**src/rtl/mul_div_unit.sv**
```systemverilog
// Iterative MIPS multiply/divide unit owning the HI/LO pair.
// One result bit per clock: shift-add multiply (LSB first), restoring divide (MSB first).
//
//   state | meaning
//   ------+-------------------------------------------------------------
//   IDLE  | waiting for start; MTHI/MTLO writes serviced here
//   CALC  | WIDTH iterations, counter runs 0..WIDTH-1
//   FIX   | sign correction (or divide-by-zero result), HI/LO write, done
module mul_div_unit #(
  parameter int WIDTH = 32
) (
  input  logic             clock,
  input  logic             Reset,
  input  logic             start,
  input  logic [1:0]       op,
  input  logic [WIDTH-1:0] a,
  input  logic [WIDTH-1:0] b,
  input  logic             HiWre,
  input  logic             LoWre,
  output logic [WIDTH-1:0] hi,
  output logic [WIDTH-1:0] lo,
  output logic             busy,
  output logic             done,
  output logic             div_zero
);

  localparam int CNT_W = $clog2(WIDTH);
  localparam logic [CNT_W-1:0] CNT_LAST = CNT_W'(WIDTH - 1);

  typedef enum logic [1:0] {
    S_IDLE = 2'd0,
    S_CALC = 2'd1,
    S_FIX  = 2'd2
  } state_t;

  state_t state, state_nxt;

  logic [CNT_W-1:0]   cnt;
  logic               is_div;
  logic               res_neg;
  logic               rem_neg;
  logic [WIDTH-1:0]   operand;
  logic [2*WIDTH-1:0] prod;
  logic [WIDTH:0]     rem;
  logic [WIDTH-1:0]   quo;

  logic               a_neg, b_neg, div0_in;
  logic [WIDTH-1:0]   a_mag, b_mag;
  logic [WIDTH:0]     mul_sum;
  logic [2*WIDTH-1:0] prod_nxt;
  logic [WIDTH+1:0]   trial;
  logic               trial_ge;
  logic [WIDTH:0]     rem_nxt;
  logic [WIDTH-1:0]   quo_nxt;
  logic [2*WIDTH-1:0] prod_fix;
  logic [WIDTH-1:0]   quo_fix;
  logic [WIDTH-1:0]   rem_fix;

  // Operand conditioning at accept: op[0] selects signed, op[1] selects divide
  always_comb begin
    a_neg   = op[0] & a[WIDTH-1];
    b_neg   = op[0] & b[WIDTH-1];
    a_mag   = a_neg ? -a : a;
    b_mag   = b_neg ? -b : b;
    div0_in = op[1] & (b == '0);
  end

  // Multiply step: conditional add of the multiplicand into the upper half, then shift right
  always_comb begin
    mul_sum  = {1'b0, prod[2*WIDTH-1:WIDTH]} + {1'b0, (prod[0] ? operand : {WIDTH{1'b0}})};
    prod_nxt = {mul_sum, prod[WIDTH-1:1]};
  end

  // Divide step: rem < divisor always holds, so the shifted trial fits WIDTH+1 bits
  always_comb begin
    trial    = {rem, quo[WIDTH-1]};
    trial_ge = trial >= {2'b00, operand};
    rem_nxt  = trial_ge ? WIDTH'(0) + (trial[WIDTH:0] - {1'b0, operand}) : trial[WIDTH:0];
    quo_nxt  = {quo[WIDTH-2:0], trial_ge};
  end

  always_comb begin
    prod_fix = res_neg ? -prod : prod;
    quo_fix  = res_neg ? -quo : quo;
    rem_fix  = rem_neg ? -rem[WIDTH-1:0] : rem[WIDTH-1:0];
  end

  always_ff @(posedge clock or negedge Reset) begin
    if (!Reset) state <= S_IDLE;
    else        state <= state_nxt;
  end

  always_comb begin
    state_nxt = state;
    case (state)
      S_IDLE:  if (start) state_nxt = div0_in ? S_FIX : S_CALC;
      S_CALC:  if (cnt == CNT_LAST) state_nxt = S_FIX;
      S_FIX:   state_nxt = S_IDLE;
      default: state_nxt = S_IDLE;
    endcase
  end

  assign busy = (state != S_IDLE);

  always_ff @(posedge clock or negedge Reset) begin
    if (!Reset) begin
      hi       <= '0;
      lo       <= '0;
      done     <= 1'b0;
      div_zero <= 1'b0;
      cnt      <= '0;
      is_div   <= 1'b0;
      res_neg  <= 1'b0;
      rem_neg  <= 1'b0;
      operand  <= '0;
      prod     <= '0;
      rem      <= '0;
      quo      <= '0;
    end else begin
      done <= 1'b0;
      case (state)
        S_IDLE: begin
          if (HiWre) hi <= a;
          if (LoWre) lo <= a;
          if (start) begin
            is_div   <= op[1];
            res_neg  <= a_neg ^ b_neg;
            rem_neg  <= a_neg;
            cnt      <= '0;
            div_zero <= div0_in;
            rem      <= '0;
            prod     <= {{WIDTH{1'b0}}, b_mag};
            // on divide-by-zero quo carries the raw dividend through to HI
            quo      <= div0_in ? a : a_mag;
            operand  <= op[1] ? b_mag : a_mag;
          end
        end
        S_CALC: begin
          cnt <= cnt + CNT_W'(1);
          if (is_div) begin
            rem <= rem_nxt;
            quo <= quo_nxt;
          end else begin
            prod <= prod_nxt;
          end
        end
        S_FIX: begin
          done <= 1'b1;
          if (div_zero) begin
            hi <= quo;
            lo <= '1;
          end else if (is_div) begin
            hi <= rem_fix;
            lo <= quo_fix;
          end else begin
            {hi, lo} <= prod_fix;
          end
        end
        default: ;
      endcase
    end
  end

endmodule

```
**config.mk**
```make
export PLATFORM = sky130hd
export DESIGN_NAME = mul_div_unit
export DESIGN_NICKNAME = d
export VERILOG_FILES = /design/src/rtl/mul_div_unit.sv
export SDC_FILE = /design/constraint.sdc
export NUM_CORES = 1
export LEC_CHECK = 0
export BUFFER_PORTS_ARGS = -buffer_cell sky130_fd_sc_hd__buf_4
export CAP_MARGIN = 10
export CORE_ASPECT_RATIO = 1.4
export CORE_MARGIN = 1
export CORE_UTILIZATION = 39
export CTS_CLUSTER_DIAMETER = 30
export DETAILED_ROUTE_END_ITERATION = 8
export GPL_TIMING_DRIVEN = 0
export PLACE_DENSITY = 0.65
export RECOVER_POWER = 25
export SETUP_SLACK_MARGIN = 0.1
export SYNTH_ARGS = -nofsm -noshare
export SYNTH_HDL_FRONTEND = slang
export SYNTH_SLANG_ARGS = --single-unit
```
**constraint.sdc**
```tcl
create_clock -name clock -period 3.55 [get_ports clock]
set_input_delay 0.1775 -clock clock [delete_from_list [all_inputs] [get_ports clock]]
set_output_delay 0.1775 -clock clock [all_outputs]
set_load 0.02 [all_outputs]
```
==> impl_metrics.json <==
{
  "yosys_register_bits": 237,
  "placed_area_mm2": 0.02059,
  "synth.top_cell.area_share_pct": 31.41,
  "io_buffers": 114,
  "reg2regPathDepth": 7,
  "finalWirelength_um": 91320,
  "syn-cell-area_mm2": 0.01888,
  "syn2layout_area_growth_pct": 22.98,
  "place_ws_ns": -0.7833,
  "synthCells": 2445,
  "die_w_um": 188.0,
  "syn-num-nets": 2589,
  "synth_top_family_by_area": "compound AO/OA/AOI/OAI gates",
  "crit_path_max_fanout": 10,
  "violations": "design-rule violations, max-capacitance violations, max-slew violations",
  "max-vdd-ir-drop_uv": 459.4,
  "met1_usage_pct": 41.12,
  "critPathArrivalTime_ns": 3.94,
  "tns_ns": 0,
  "hold_path.class": "input port to register",
  "status": "complete, but fails checks",
  "slew_viol_final": 54,
  "ys_types": 80,
  "met2_usage_pct": 61.04,
  "gr-max-usage-layer": "met2",
  "ant_nets": 0,
  "gp_congestion": 1.033,
  "post-synth-top-count-cell": "nand2_1",
  "num_vias": 20400,
  "synthMuxAreaShare_pct": 0.9808,
  "r2r_slack_ns": 0.06,
  "antenna_found_initial": 2,
  "drc": 2,
  "insertion_delay_ns": 0.60,
  "p_per_area_mw_per_mm2": 1201,
  "finClkSkew_ns": 0.02625,
  "worst_pin_slew_ns": 2.838,
  "io_pins": 138,
  "final_util_pct": 48.47,
  "hold_path_depth": 3,
  "dp_cells": 3191,
  "hpwl_um": 71600,
  "cts_max_level": 2,
  "overflow": 0,
  "stdcell_count": 3329,
  "grt_pass1_vias": 19910,
  "setup_viol": 0,
  "yosys_warnings": 0,
  "yosysSeqAreaShare_pct": 31.41,
  "drv_cap": 1,
  "dr.pass1.iters": 8,
  "synth_edf_count": 0,
  "synth_compound_area_share_pct": 26.41,
  "synth_area_per_cell_um2": 7.722,
  "clock_path_buffers": 3,
  "synthAdderAreaFrac_pct": 4.917,
  "grt_setup_unrepaired": "yes",
  "crit_required_ns": 4.00,
  "grt_pass1_wl_um": 132900,
  "grt_max_degree": 107,
  "wl_per_cell_um": 27.43,
  "slew_headroom_pct": -89.22,
  "die-area_mm2": 0.04931,
  "post-route-period-util_pct": 98.23,
  "vias_per_cell": 6.127,
  "initial_core_util_pct": 39.41,
  "numCtsBuffers": 52,
  "cts.clk_slew.worst_paths_ns": 0.06,
  "synthXorXnorAreaFrac_pct": 11.92,
  "path_class": "register to register",
  "rows": 95,
  "worst_slack_ns": 0.06289,
  "fin_crit_ns": 3.487,
  "drive_above_1_share_pct": 12.16,
  "ctsRootBufferMaster": "clkbuf_16",
  "fp.coreArea_mm2": 0.04790,
  "grt_use_met3_pct": 4.794,
  "async_reset_ff_share_pct": 100.0,
  "start_kind": "register",
  "yosys-top-cells-area": "dfrtp_1 (31%), o21ai_0 (7.7%), xnor2_1 (6.4%)",
  "grt_use_total_pct": 36.63,
  "finalInstanceArea_mm2": 0.02322,
  "hold_violations": 0,
  "die_h_um": 262.3,
  "fin_nets": 2797,
  "cts_tree": "done",
  "yosysTopAreaCell": "dfrtp_1",
  "drt_iter0_markers": 2201,
  "ys.flop_type": "dfrtp_1",
  "fmax_mhz": 286.8,
  "power.leakage_nw": 9.541,
  "synthTopCellsByCount": "nand2_1 (291), o21ai_0 (289), dfrtp_1 (237)",
  "synthSimpleGateAreaFrac_pct": 19.62,
  "end_kind": "register",
  "clock-sinks": 237
}
## placed cells by master, fill, tap and decap left out, types with 30 or more instances in the layout
cell       instances
o31ai_1           45
clkbuf_1         130
o22ai_1           53
xnor2_1          137
xor2_1           114
nor2_1           231
nand3_1           41
clkbuf_16         53
o21ai_0          280
o211ai_1          30
dfrtp_1          233
or3_1             37
nand2_1          291
inv_1             67
a21oi_1          227
nor3_1            37
ha_1              69
buf_4            140
## path summary, 6_finish.rpt
kind | start | to
setup / recovery | res_neg | hi[3]
hold / removal | a[3] | lo[3]
setup reg to reg | res_neg | hi[3]
hold reg to reg | lo[6] | lo[6]
max in group asynchronous | Reset | rem[6]
min in group asynchronous | Reset | lo[22]
## flip-flops by register name (all words and copies together), names as in the netlist
signal	cells
prod	64
rem	33
hi	32
lo	32
operand	32
quo	32
cnt	5
state	2
div_zero	1
done	1
is_div	1
rem_neg	1
res_neg	1
## per-stage QoR
stage	total power [mW]	hold slack, ns
floorplan	15.43	-0.1181
global placement	20.84	0.4621
detailed placement	21.13	0.1271
CTS	26.96	0.004557
global route	29.48	0.03046
finish	27.89	0.01745
## cells by family after synthesis
logic type,count (synthesis)
multiplexers,17
buffers and inverters,237
adder cells (fa/ha/maj),73
flip-flops,237
AO/OA/AOI/OAI,832
XOR/XNOR,257
AND/OR/NAND/NOR,792
## what timing repair did
action / CTS / global route
hold buffers: 13 / 0
resized for setup: 42 / 65
gates cloned: 0 / 0
pin swaps: 9 / 21
buffers inserted: 11 / 16
endpoints found under the hold margin: 92 / 0
setup endpoints to repair: 93 / 59
## critical path: stages, from the launching register on
cell,delay [ns]
dfrtp_1,0.41
clkbuf_1,0.60
clkbuf_1,0.66
buf_1,0.59
o21ai_0,0.24
xnor2_1,0.23
o21ai_0,0.48
nand2_1,0.14
## area by class of cell
cell class / instances / area (um2)
diodes: 2 / 5.005
plain buffers: 163 / 676.9
clock buffers: 60 / 1383
clock inverters: 38 / 565.5
fillers: 4709 / 24680
inverters: 72 / 274.0
multi-input cells: 1971 / 12340
flip-flops and latches: 237 / 5936
well taps: 630 / 788.3
repair buffers: 156 / 1250
## report_power, final
group	internal (mW)	switching (mW)
clock network	3.63	1.80
registers	4.06	1.79
logic	6.08	10.5
total	13.8	14.1
## metal layers
metal | wire (um) | up-vias
li1 | - | 9170
met5 | 0 | -
met1 | 33070 | 9827
met2 | 42990 | 1069
met4 | 9715 | 0
met3 | 5542 | 331
Power figures use the tool's default switching activity.
